===== src/rtl/psum_mem_arbiter_if.sv =====
// Request/response and memory-macro bundle for the partial-sum memory arbiter.
// slave = arbiter view, master = requesters plus memory macro view.
interface psum_mem_arbiter_if #(
   parameter int LOG2_OF_MEM_HEIGHT = 20,
   parameter int DATA_WIDTH         = 32
) ();
   logic                          p0_valid;
   logic                          p0_ready;
   logic                          p0_we;
   logic [LOG2_OF_MEM_HEIGHT-1:0] p0_addr;
   logic [DATA_WIDTH-1:0]         p0_wdata;
   logic                          p0_rsp_valid;
   logic [DATA_WIDTH-1:0]         p0_rsp_data;

   logic                          p1_valid;
   logic                          p1_ready;
   logic                          p1_we;
   logic [LOG2_OF_MEM_HEIGHT-1:0] p1_addr;
   logic [DATA_WIDTH-1:0]         p1_wdata;
   logic                          p1_rsp_valid;
   logic [DATA_WIDTH-1:0]         p1_rsp_data;

   logic                          mem_en;
   logic                          mem_we;
   logic [LOG2_OF_MEM_HEIGHT-1:0] mem_addr;
   logic [DATA_WIDTH-1:0]         mem_wdata;
   logic [DATA_WIDTH-1:0]         mem_rdata;
   logic [31:0]                   conflict_cnt;

   modport slave (
      input  p0_valid, p0_we, p0_addr, p0_wdata,
      output p0_ready, p0_rsp_valid, p0_rsp_data,
      input  p1_valid, p1_we, p1_addr, p1_wdata,
      output p1_ready, p1_rsp_valid, p1_rsp_data,
      output mem_en, mem_we, mem_addr, mem_wdata,
      input  mem_rdata,
      output conflict_cnt
   );

   modport master (
      output p0_valid, p0_we, p0_addr, p0_wdata,
      input  p0_ready, p0_rsp_valid, p0_rsp_data,
      output p1_valid, p1_we, p1_addr, p1_wdata,
      input  p1_ready, p1_rsp_valid, p1_rsp_data,
      input  mem_en, mem_we, mem_addr, mem_wdata,
      output mem_rdata,
      input  conflict_cnt
   );
endinterface


===== src/rtl/psum_mem_arbiter.sv =====
// Single-port partial-sum memory arbiter: fixed priority to port 0 (MAC loop) with an
// anti-starvation counter forcing a port-1 grant, plus 1-cycle read-data return routing.
module psum_mem_arbiter #(
   parameter int LOG2_OF_MEM_HEIGHT = 20,
   parameter int DATA_WIDTH         = 32,
   parameter int STARVE_LIMIT       = 4
) (
   input logic                 clk,
   input logic                 arst_n_in,
   psum_mem_arbiter_if.slave   bus
);
   localparam int SW = (STARVE_LIMIT < 1) ? 1 : $clog2(STARVE_LIMIT + 1);
   localparam logic [SW-1:0] C_LIMIT = SW'(STARVE_LIMIT);

   logic                          w_force1;
   logic                          w_p0_ready;
   logic                          w_p1_ready;
   logic                          w_mem_en;
   logic                          w_mem_we;
   logic [LOG2_OF_MEM_HEIGHT-1:0] w_mem_addr;
   logic [DATA_WIDTH-1:0]         w_mem_wdata;
   logic                          w_p0_rsp_valid;
   logic                          w_p1_rsp_valid;

   logic [SW-1:0]                 r_starve_cnt;
   logic                          r_rd_pending;
   logic                          r_rd_owner;
   logic [31:0]                   r_conflict_cnt;

   // Grants are gated by reset so the macro never sees a strobe while reset is held.
   assign w_force1   = (r_starve_cnt == C_LIMIT);
   assign w_p1_ready = arst_n_in & bus.p1_valid & (~bus.p0_valid | w_force1);
   assign w_p0_ready = arst_n_in & bus.p0_valid & ~(bus.p1_valid & w_force1);
   assign w_mem_en   = w_p0_ready | w_p1_ready;

   // Memory command mux from whichever port holds the grant.
   always_comb begin
      w_mem_we    = 1'b0;
      w_mem_addr  = '0;
      w_mem_wdata = '0;
      if (w_p1_ready) begin
         w_mem_we    = bus.p1_we;
         w_mem_addr  = bus.p1_addr;
         w_mem_wdata = bus.p1_wdata;
      end else if (w_p0_ready) begin
         w_mem_we    = bus.p0_we;
         w_mem_addr  = bus.p0_addr;
         w_mem_wdata = bus.p0_wdata;
      end else begin
         w_mem_we    = 1'b0;
         w_mem_addr  = '0;
         w_mem_wdata = '0;
      end
   end

   // Anti-starvation counter: counts port-1 wait cycles, saturating at the limit.
   always_ff @(posedge clk or negedge arst_n_in) begin
      if (!arst_n_in) begin
         r_starve_cnt <= '0;
      end else if (!bus.p1_valid || w_p1_ready) begin
         r_starve_cnt <= '0;
      end else if (!w_force1) begin
         r_starve_cnt <= r_starve_cnt + SW'(1);
      end else begin
         r_starve_cnt <= r_starve_cnt;
      end
   end

   // Remember who issued the read so next cycle's macro data goes back to it.
   always_ff @(posedge clk or negedge arst_n_in) begin
      if (!arst_n_in) begin
         r_rd_pending <= 1'b0;
         r_rd_owner   <= 1'b0;
      end else begin
         r_rd_pending <= w_mem_en & ~w_mem_we;
         r_rd_owner   <= w_p1_ready;
      end
   end

   // Contention statistic, free-running and wrapping.
   always_ff @(posedge clk or negedge arst_n_in) begin
      if (!arst_n_in) begin
         r_conflict_cnt <= 32'd0;
      end else if (bus.p0_valid && bus.p1_valid) begin
         r_conflict_cnt <= r_conflict_cnt + 32'd1;
      end else begin
         r_conflict_cnt <= r_conflict_cnt;
      end
   end

   assign w_p0_rsp_valid = r_rd_pending & ~r_rd_owner;
   assign w_p1_rsp_valid = r_rd_pending & r_rd_owner;

   assign bus.p0_ready     = w_p0_ready;
   assign bus.p1_ready     = w_p1_ready;
   assign bus.mem_en       = w_mem_en;
   assign bus.mem_we       = w_mem_we;
   assign bus.mem_addr     = w_mem_addr;
   assign bus.mem_wdata    = w_mem_wdata;
   assign bus.p0_rsp_valid = w_p0_rsp_valid;
   assign bus.p1_rsp_valid = w_p1_rsp_valid;
   assign bus.p0_rsp_data  = w_p0_rsp_valid ? bus.mem_rdata : {DATA_WIDTH{1'b0}};
   assign bus.p1_rsp_data  = w_p1_rsp_valid ? bus.mem_rdata : {DATA_WIDTH{1'b0}};
   assign bus.conflict_cnt = r_conflict_cnt;
endmodule

===== src/flat_wrapper.sv =====
// flat-port wrapper written by rule: the top's interface ports become plain ports
module psum_mem_arbiter_flat 
#(
   parameter int LOG2_OF_MEM_HEIGHT = 20,
   parameter int DATA_WIDTH         = 32,
   parameter int STARVE_LIMIT       = 4
)
  (clk, arst_n_in, bus_p0_valid, bus_p0_we, bus_p0_addr, bus_p0_wdata, bus_p0_ready, bus_p0_rsp_valid, bus_p0_rsp_data, bus_p1_valid, bus_p1_we, bus_p1_addr, bus_p1_wdata, bus_p1_ready, bus_p1_rsp_valid, bus_p1_rsp_data, bus_mem_en, bus_mem_we, bus_mem_addr, bus_mem_wdata, bus_mem_rdata, bus_conflict_cnt);
  psum_mem_arbiter_if #(.LOG2_OF_MEM_HEIGHT(LOG2_OF_MEM_HEIGHT), .DATA_WIDTH(DATA_WIDTH)) bus_i ();
  input logic clk;
  input logic arst_n_in;
  input wire logic [$bits(bus_i.p0_valid)-1:0] bus_p0_valid;
  input wire logic [$bits(bus_i.p0_we)-1:0] bus_p0_we;
  input wire logic [$bits(bus_i.p0_addr)-1:0] bus_p0_addr;
  input wire logic [$bits(bus_i.p0_wdata)-1:0] bus_p0_wdata;
  output wire logic [$bits(bus_i.p0_ready)-1:0] bus_p0_ready;
  output wire logic [$bits(bus_i.p0_rsp_valid)-1:0] bus_p0_rsp_valid;
  output wire logic [$bits(bus_i.p0_rsp_data)-1:0] bus_p0_rsp_data;
  input wire logic [$bits(bus_i.p1_valid)-1:0] bus_p1_valid;
  input wire logic [$bits(bus_i.p1_we)-1:0] bus_p1_we;
  input wire logic [$bits(bus_i.p1_addr)-1:0] bus_p1_addr;
  input wire logic [$bits(bus_i.p1_wdata)-1:0] bus_p1_wdata;
  output wire logic [$bits(bus_i.p1_ready)-1:0] bus_p1_ready;
  output wire logic [$bits(bus_i.p1_rsp_valid)-1:0] bus_p1_rsp_valid;
  output wire logic [$bits(bus_i.p1_rsp_data)-1:0] bus_p1_rsp_data;
  output wire logic [$bits(bus_i.mem_en)-1:0] bus_mem_en;
  output wire logic [$bits(bus_i.mem_we)-1:0] bus_mem_we;
  output wire logic [$bits(bus_i.mem_addr)-1:0] bus_mem_addr;
  output wire logic [$bits(bus_i.mem_wdata)-1:0] bus_mem_wdata;
  input wire logic [$bits(bus_i.mem_rdata)-1:0] bus_mem_rdata;
  output wire logic [$bits(bus_i.conflict_cnt)-1:0] bus_conflict_cnt;
  assign bus_i.p0_valid = bus_p0_valid;
  assign bus_i.p0_we = bus_p0_we;
  assign bus_i.p0_addr = bus_p0_addr;
  assign bus_i.p0_wdata = bus_p0_wdata;
  assign bus_p0_ready = bus_i.p0_ready;
  assign bus_p0_rsp_valid = bus_i.p0_rsp_valid;
  assign bus_p0_rsp_data = bus_i.p0_rsp_data;
  assign bus_i.p1_valid = bus_p1_valid;
  assign bus_i.p1_we = bus_p1_we;
  assign bus_i.p1_addr = bus_p1_addr;
  assign bus_i.p1_wdata = bus_p1_wdata;
  assign bus_p1_ready = bus_i.p1_ready;
  assign bus_p1_rsp_valid = bus_i.p1_rsp_valid;
  assign bus_p1_rsp_data = bus_i.p1_rsp_data;
  assign bus_mem_en = bus_i.mem_en;
  assign bus_mem_we = bus_i.mem_we;
  assign bus_mem_addr = bus_i.mem_addr;
  assign bus_mem_wdata = bus_i.mem_wdata;
  assign bus_i.mem_rdata = bus_mem_rdata;
  assign bus_conflict_cnt = bus_i.conflict_cnt;
  psum_mem_arbiter #(.LOG2_OF_MEM_HEIGHT(LOG2_OF_MEM_HEIGHT), .DATA_WIDTH(DATA_WIDTH), .STARVE_LIMIT(STARVE_LIMIT)) u_core (.clk(clk), .arst_n_in(arst_n_in), .bus(bus_i));
endmodule

===== config.mk =====
export PLATFORM = sky130hd
export DESIGN_NAME = psum_mem_arbiter_flat
export DESIGN_NICKNAME = d
export VERILOG_FILES = /design/src/rtl/psum_mem_arbiter_if.sv /design/src/rtl/psum_mem_arbiter.sv /design/src/flat_wrapper.sv
export SDC_FILE = /design/constraint.sdc
export NUM_CORES = 1
export LEC_CHECK = 0
export ABC_CLOCK_PERIOD_IN_PS = 3050
export BUFFER_PORTS_ARGS = -buffer_cell sky130_fd_sc_hd__buf_2
export CORE_AREA = 2 2 115 117
export DETAILED_ROUTE_END_ITERATION = 8
export DIE_AREA = 0 0 117 119
export PLACE_DENSITY = 0.56
export SLEW_MARGIN = 25
export SYNTH_ARGS = -nofsm -noshare
export SYNTH_HDL_FRONTEND = slang
export SYNTH_SLANG_ARGS = --single-unit

===== constraint.sdc =====
create_clock -name clk -period 3.05 [get_ports clk]
set_input_delay 0.1525 -clock clk [delete_from_list [all_inputs] [get_ports clk]]
set_output_delay 0.1525 -clock clk [all_outputs]
set_load 0.05 [all_outputs]

## Word-level counts from Yosys, hierarchy flattened

Index checks and enable logic that the tools add are counted.

- Reduce and logical (&&, ||, !) cells: 3
- Bitwise operators: 14
- Mux-type cells: 10
- Equal/unequal tests: 2
- $add $sub $neg: 2

Operators with widths:

| cell | number |
|---|---|
| $mux W32 | 4 |
| $mux W20 | 2 |
| $add A32 B1 Y32 const B | 1 |
| $and A1 B1 Y1 | 8 |
| $mux W3 | 2 |
| $not A1 Y1 | 4 |
| $add A3 B1 Y3 const B | 1 |
| $eq A3 B3 Y1 const B | 1 |
| $mux W1 | 2 |
| $ne A2 B2 Y1 const B | 1 |
| $or A1 B1 Y1 | 2 |
| $logic_and A1 B1 Y1 | 1 |
| $logic_not A1 Y1 | 1 |
| $logic_or A1 B1 Y1 | 1 |

- Logic and storage cells: 35
- Output and inout bits: 154
- Bits in registers: 37
- Input bits: 142

## Depth between registers and ports, before layout

Gate-level depths: netlist of the first run.

- Word-level depth: 8
- Gate-level depth with buffers: 6
- Gate-level depth less buffers: 6

## Least setup slack after synthesis of the first run

OpenSTA, ideal clock, no wires.

- Path type: reg-to-output
- Start: register u_core.r_starve_cnt[0]
- End: output port bus_mem_addr[10]
- Path buffers: 1
- Cell stages (with the launch flop): 7
- Setup slack: 0.592 ns
- Data required time: 2.897 ns
- Data arrival time: 2.306 ns
- Cell sequence: dfrtp_1 > inv_1 > ha_1 > nand2_1 > a21oi_2 > clkbuf_1 > a22o_1

- Elaborated cells between the ends (all ways): 8
- Those cells by class: eq/ne (1); mux (2); bitwise (5)

RTL lines:

| item | RTL line | text |
|---|---|---|
| start: declaration | psum_mem_arbiter.sv:25 | `logic [SW-1:0] r_starve_cnt;` |
| start signal: assignment | psum_mem_arbiter.sv:63 | `r_starve_cnt <= r_starve_cnt + SW'(1);` |
| start signal: assignment | psum_mem_arbiter.sv:65 | `r_starve_cnt <= r_starve_cnt;` |
| $eq A3 B3 Y1 | psum_mem_arbiter.sv:31 | `assign w_force1 = (r_starve_cnt == C_LIMIT);` |
| $or A1 B1 Y1 | psum_mem_arbiter.sv:32 | `assign w_p1_ready = arst_n_in & bus.p1_valid & (~bus.p0_valid \| w_force1);` |
| $and A1 B1 Y1 | psum_mem_arbiter.sv:32 |  |
| net bus_p1_ready | flat_wrapper.sv:23 | `output wire logic [$bits(bus_i.p1_ready)-1:0] bus_p1_ready;` |
| $mux W20 | psum_mem_arbiter.sv:41 | `if (w_p1_ready) begin` |
| end: declaration | flat_wrapper.sv:28 | `output wire logic [$bits(bus_i.mem_addr)-1:0] bus_mem_addr;` |

The timed path passes the listed nets, and every way through them passes these cells.

## Worst setup path in the final report of the first run

- Start: register u_core.r_starve_cnt[0]
- End: output port bus_mem_we

- Longest elaborated chain between the ends: 6
- Elaborated cells between the ends (all ways): 8
- Those cells by class: eq/ne (1); mux (2); bitwise (5)

Ends and longest elaborated chain:

| item | RTL line | text |
|---|---|---|
| $eq A3 B3 Y1 * | psum_mem_arbiter.sv:31 |  |
| $and A1 B1 Y1 | psum_mem_arbiter.sv:33 | `assign w_p0_ready = arst_n_in & bus.p0_valid & ~(bus.p1_valid & w_force1);` |
| $not A1 Y1 | psum_mem_arbiter.sv:33 |  |
| $and A1 B1 Y1 | psum_mem_arbiter.sv:33 |  |
| $mux W1 | psum_mem_arbiter.sv:45 | `end else if (w_p0_ready) begin` |
| $mux W1 * | psum_mem_arbiter.sv:41 |  |
| end: declaration | flat_wrapper.sv:27 | `output wire logic [$bits(bus_i.mem_we)-1:0] bus_mem_we;` |

Mark *: on every way between the ends. The rest lies on a longest branch, timed or not.

==> results of run 1 <==
==> metal layers <==
layer | routed length (microns) | vias to the layer above | global-route usage (%)
li1 | - | 1630 | -
met2 | 5420 | 183 | 25.7
met5 | 0 | - | 0
met4 | 59 | 0 | 2.35
met1 | 4190 | 1554 | 15.3
met3 | 800 | 7 | 2.90
==> flip-flops by register name, summed over array words and instances (netlist names) <==
signal / flops
u_core.bus.conflict_cnt: 32
u_core.r_rd_owner: 1
u_core.r_rd_pending: 1
u_core.r_starve_cnt: 3
==> cells in the mapped netlist <==
| master | number | area [sq um] |
|---|---|---|
| xnor2_1 | 26 | 228 |
| ha_1 | 3 | 37.5 |
| nand4_1 | 13 | 81.3 |
| nor3_1 | 2 | 10.0 |
| nand3_1 | 11 | 55.1 |
| a22o_1 | 53 | 464 |
| nor3_2 | 1 | 10.0 |
| nor2b_1 | 2 | 12.5 |
| buf_2 | 2 | 10.0 |
| mux2_2 | 1 | 11.3 |
| nand2_1 | 16 | 60.1 |
| xor2_1 | 6 | 52.6 |
| and3_1 | 36 | 225 |
| a21oi_1 | 1 | 5.00 |
| inv_1 | 4 | 15.0 |
| and2_1 | 34 | 213 |
| nand4_4 | 2 | 42.5 |
| clkbuf_1 | 19 | 71.3 |
| and4_2 | 1 | 10.0 |
| dfrtp_1 | 37 | 926 |
| nor2_1 | 9 | 33.8 |
| o21a_1 | 1 | 7.51 |
| and3_2 | 1 | 7.51 |
| a21oi_2 | 1 | 8.76 |
| nand2b_1 | 1 | 6.26 |
| a31oi_2 | 1 | 12.5 |
| nor4_4 | 3 | 63.8 |
| and4_1 | 1 | 8.76 |
==> stage by stage <==
step / area [sq um] / hold WS (ps) / util (%) / power, mW / cells
3_5_place_dp: 4370 / 266 / 33.9 / 1.49 / 744
5_1_grt: 4550 / 244 / 35.3 / 2.18 / 753
3_3_place_gp: 4370 / 267 / 33.9 / 1.48 / 744
6_report: 4550 / 227 / 35.3 / 2.08 / 754
2_1_floorplan: 2690 / -143 / - / 1.22 / 288
4_1_cts: 4550 / 242 / 35.3 / 2.10 / 753
==> cells by family (layout without fill, tap and decap cells) <==
family | after synthesis | count (layout)
adder cells (fa/ha/maj) | 3 | 3
AND/OR/NAND/NOR | 133 | 133
XOR/XNOR | 32 | 32
other | 0 | 1
buffers and inverters | 25 | 314
AO/OA/AOI/OAI | 57 | 57
flip-flops | 37 | 37
multiplexers | 1 | 1
==> path summary, 6_finish.rpt <==
kind                                                           end  slack (ps)  cells past startpoint
max reg2reg                          u_core.r_rd_pending$_DFF_PN0_         960                      7
min reg2reg                u_core.bus.conflict_cnt[31]$_DFFE_PN0P_         480                      1
max                                                     bus_mem_we         440                      7
max in group asynchronous  u_core.bus.conflict_cnt[31]$_DFFE_PN0P_        2210                      3
min                                  u_core.r_rd_pending$_DFF_PN0_         230                      3
min in group asynchronous  u_core.bus.conflict_cnt[12]$_DFFE_PN0P_         510                      3
==> worst max-delay path, stage by stage (launching register included) <==
cell and delay, ps:
dfrtp_1 400, inv_1 70, ha_1 250, nand2_1 180
a21oi_4 190, buf_4 520, a22o_1 270, buf_2 270
==> layout make-up <==
class | count | area (sq um) | area share (%)
Multi-Input combinational cell | 226 | 1680 | 37.0
Timing Repair Buffer | 302 | 1530 | 33.7
Sequential cell | 37 | 926 | 20.3
Tap cell | 176 | 220 | 4.84
Clock buffer | 7 | 143 | 3.13
Clock inverter | 1 | 30.0 | 0.660
Inverter | 4 | 15.0 | 0.330
Antenna cell | 1 | 2.50 | 0.0550
==> repair_timing <==
action	in CTS	in global routing
hold endpoints to repair	37	0
resized for setup	0	0
setup buffers	0	0
hold buffers	1	0
==> power by group through the flow <==
stage          clock (mW)  combinational [mW]  sequential (mW)
2_1_floorplan           0               0.463            0.753
3_3_place_gp            0               0.869            0.614
3_5_place_dp            0               0.877            0.617
4_1_cts             0.613               0.880            0.610
5_1_grt             0.633               0.926            0.622
6_report            0.601               0.874            0.609
==> flow_summary.ini, run 1 <==
[run_status]
status = finished clean

[clocking]
htreeDepth = 2
cts_buffers = 5
cts_tree = done
cts-root-buf = clkbuf_16
clk_latency_ps = 280
path_clk_slew_ps = 50
clock_sinks = 37
ctsLongestPathBuffers = 2

[yosys]
synth_area_sq_mm = 0.00269
synthCells = 288
synthXorXnorAreaFrac_pct = 10.4
synthAdderAreaFrac_pct = 1.40
ys_seq_elements = 37
avgSynthCellArea_sq_um = 9.34
ys_warn_count = 0
synth_mux_area_share_pct = 0.419
synth-simple-area-share_pct = 31.2
synth_compound_area_share_pct = 18.5
ys_seq_area_share_pct = 34.4
mappedNetlistNets = 433
synth_top_family_by_area = simple AND/OR/NAND/NOR gates
synth_cell_types = 28

[routing]
dr_total_vias = 3374
post_drt_wl_per_cell_microns = 13.9
ant_nets = 0
drtIter0Drc = 97
totalWireLength_microns = 10500
drc = 0
drt-pass1-iter-count = 4
vias_per_cell = 4.47

[setup_path]
crit_start = u_core.r_starve_cnt[0]$_DFFE_PN0P_
cp_data_required_time_ps = 2900
cp-end-kind = primary output
cp_data_arrival_time_ps = 2460
critical_path_class = flip-flop to primary output
timing.rr.start = u_core.r_starve_cnt[0]$_DFFE_PN0P_
critPathLaunchType = flip-flop
critPathMaxFanout = 56

[power]
combPwrFrac_pct = 41.9
power_frac_seq_pct = 29.2
vdd_drop_max_mv = 0.486
powerDensity_mw_per_mm2 = 458
power.leakage_nw = 2.78
p_switching_mw = 0.891
p_int_mw = 1.19
clkPwrFrac_pct = 28.8
p_sw_share_pct = 42.8

[placed_design]
dp_hpwl_microns = 8380
io_buffers = 295
gp_congestion = 0.785
post-place-ws_ps = 699

[cells_and_area]
layout_commonest_cell = buf_2
fin_nets = 721
layout-drive-gt1-share_pct = 55.3
final_cell_mix = buf_2 (295), a22o_1 (53), dfrtp_1 (37)
fillers = 1300
syn_to_final_growth_pct = 69.2

[timing]
finalCritPeriodShare_pct = 85.6
finalMaxSlewViolations = 0
rsz0062_at_grt = false
fmax_mhz = 383
finalHoldViolations = 0
relSlewSlack_pct = 59.3
skew_ps = 4.43
worst_pin_slew_ps = 610
min_period_ps = 2610
setup_viol = 0
fin_ws_ps = 439
setup_tns_ps = 0

[floorplanning]
rows = 42
coreArea_sq_mm = 0.0129
die_w_microns = 117
die_h_microns = 119
initial_core_util_pct = 20.9
ios = 296
dieArea_sq_mm = 0.0139

[hold_path]
hp-start = bus_p0_we
hold_path.class = input pin to flip-flop

[grt]
overflow = 0
antenna_found_initial = 0
grt_pass1_vias = 3096
grt_max_degree = 57
grt_util_all_layers_pct = 13.5
grt_pass1_wl_microns = 14900

[run]
cap_violations = 0
Power figures use the tool's default switching activity.
==> run 2, diff against run 1 <==
--- a/config.mk
+++ b/config.mk
@@ -10,7 +10,7 @@
 export CORE_AREA = 2 2 115 117
 export DETAILED_ROUTE_END_ITERATION = 8
 export DIE_AREA = 0 0 117 119
-export PLACE_DENSITY = 0.56
+export PLACE_DENSITY = 0.6
 export SLEW_MARGIN = 25
 export SYNTH_ARGS = -nofsm -noshare
 export SYNTH_HDL_FRONTEND = slang
==> constraint.sdc (replaced) <==
create_clock -name clk -period 3.05 [get_ports clk]
set_input_delay 0.61 -clock clk [delete_from_list [all_inputs] [get_ports clk]]
set_output_delay 0.61 -clock clk [all_outputs]
set_load 0.05 [all_outputs]
==> run 2 against run 1 <==
Effect of this change: critical path type unchanged; clock power shrank 2%; via count grew 3.3%; largest cell class unchanged; hold slack lost 100 ps.
==> flow_summary.ini, run 2 (synthesized netlist as in run 1, its figures left out) <==
[power]
combPwrFrac_pct = 42.7
vdd_drop_max_mv = 0.266
clkPwrFrac_pct = 28.2
p_int_mw = 1.18
p_switching_mw = 0.905
p_total_mw = 2.09
p_sw_share_pct = 43.3
power_frac_seq_pct = 29.0
powerDensity_mw_per_mm2 = 451
power.leakage_nw = 2.79

[run]
cap_violations = 0

[clocking]
postCtsSetupBuffers = 0
cts_buffers = 5
cts_tree = done
holdBufCountCts = 0
cts-root-buf = clkbuf_16
clk_latency_ps = 280
clock_sinks = 37
htreeDepth = 2
path_clk_slew_ps = 60
ctsResizeCount = 0
ctsLongestPathBuffers = 2

[placed_design]
dp_hpwl_microns = 9980
io_buffers = 295
gp_congestion = 0.807

[timing]
holdWs_ps = 128
worst_pin_slew_ps = 573
fmax_mhz = 361
rsz0062_at_grt = false
setup_viol = 0
relSlewSlack_pct = 61.5
finalMaxSlewViolations = 0
skew_ps = 7.98
finalCritPeriodShare_pct = 90.7
finalHoldViolations = 0
min_period_ps = 2770
setup_tns_ps = 0

[cells_and_area]
layout_commonest_cell = buf_2
largest_register_ffs = 32
fin_nets = 720
final_cell_mix = buf_2 (291), a22o_1 (53), dfrtp_1 (37)
layout.core_utilization_pct = 36.0
layout-drive-gt1-share_pct = 55.6
syn_to_final_growth_pct = 72.4

[floorplanning]
die_h_microns = 119
coreArea_sq_mm = 0.0129
rows = 42
dieArea_sq_mm = 0.0139
initial_core_util_pct = 20.9
die_w_microns = 117
ios = 296

[run_status]
status = finished clean

[setup_path]
critPathLaunchType = flip-flop
crit_buf_inv = 3
crit_start = u_core.r_starve_cnt[0]$_DFFE_PN0P_
timing.rr.start = u_core.bus.conflict_cnt[0]$_DFFE_PN0P_
cp_cell_sequence = inv_1, ha_1, nand2_1, a21oi_4, buf_12, a22o_1, buf_2
crit_family = buffers and inverters
cp_data_arrival_time_ps = 2160
r2r-end = u_core.bus.conflict_cnt[28]$_DFFE_PN0P_
critical_path_class = flip-flop to primary output
endpoint = bus_mem_addr[1]
cp_data_required_time_ps = 2440
worstRegToRegCells = 5
critical-path-max-stage-delay_ps = 400
cp-end-kind = primary output
cp_slowest_cell = dfrtp_1
critPathMaxFanout = 56
r2r_slack_ps = 1180
cp.depth = 7

[routing]
drc = 0
vias_per_cell = 4.60
dr_total_vias = 3484
drt-pass1-iter-count = 4
drtIter0Drc = 115
ant_nets = 0
post_drt_wl_per_cell_microns = 15.6
totalWireLength_microns = 11800

[grt]
grt_util_all_layers_pct = 15.6
grt_pass1_vias = 3256
antenna_found_initial = 5
grt_max_degree = 57
overflow = 0
grt_pass1_wl_microns = 16800

[hold_path]
hold_path.class = input pin to async pin
==> run 2: worst reg2reg max path: stages (launching register included) <==
cell and delay [ps]:
dfrtp_1 400, ha_1 190, nand4_1 260, nor4_4 520, nand4_1 220, xnor2_1 170
==> run 2: how the worst min path moves through the flow <==
stage	depth (start not counted)	start	slack [ps]	to
6_report	1	arst_n_in	130	u_core.r_rd_pending$_DFF_PN0_
5_1_grt	1	arst_n_in	120	u_core.r_rd_pending$_DFF_PN0_
4_1_cts	1	arst_n_in	120	u_core.r_rd_owner$_DFF_PN0_
3_5_place_dp	1	arst_n_in	420	u_core.r_rd_owner$_DFF_PN0_
3_3_place_gp	1	arst_n_in	420	u_core.r_rd_owner$_DFF_PN0_
2_1_floorplan	0	arst_n_in	310	u_core.bus.conflict_cnt[0]$_DFFE_PN0P_
==> run 2: area by class of cell <==
class                           instances  area, sq um
Fill cell                            1331         8240
Clock buffer                            5          125
Antenna cell                            5         12.5
Clock inverter                          3         46.3
Tap cell                              176          220
Inverter                                4         15.0
Multi-Input combinational cell        226         1680
Timing Repair Buffer                  301         1610
Sequential cell                        37          926
==> run 2: per-stage QoR <==
stage | instances | cell area [sq um] | setup slack (ps)
2_1_floorplan | 288 | 2690 | 108
3_3_place_gp | 744 | 4450 | 637
3_5_place_dp | 744 | 4450 | 577
4_1_cts | 752 | 4620 | 270
5_1_grt | 757 | 4630 | 127
6_report | 757 | 4630 | 282
==> run 2: power groups by stage <==
stage | clock network, mW | registers, mW | logic [mW]
after floorplan | 0 | 0.753 | 0.463
after global placement | 0 | 0.611 | 0.889
after detailed placement | 0 | 0.615 | 0.900
after CTS | 0.602 | 0.607 | 0.902
after global routing | 0.625 | 0.615 | 0.949
final | 0.590 | 0.606 | 0.893
==> run 2: per-layer routing <==
| metal | wire length, microns | vias to the layer above | track usage, % |
|---|---|---|---|
| li1 | - | 1644 | - |
| met1 | 4600 | 1632 | 17.6 |
| met2 | 6140 | 192 | 28.8 |
| met3 | 796 | 16 | 2.34 |
| met4 | 303 | 0 | 6.47 |
| met5 | 0 | - | 0 |
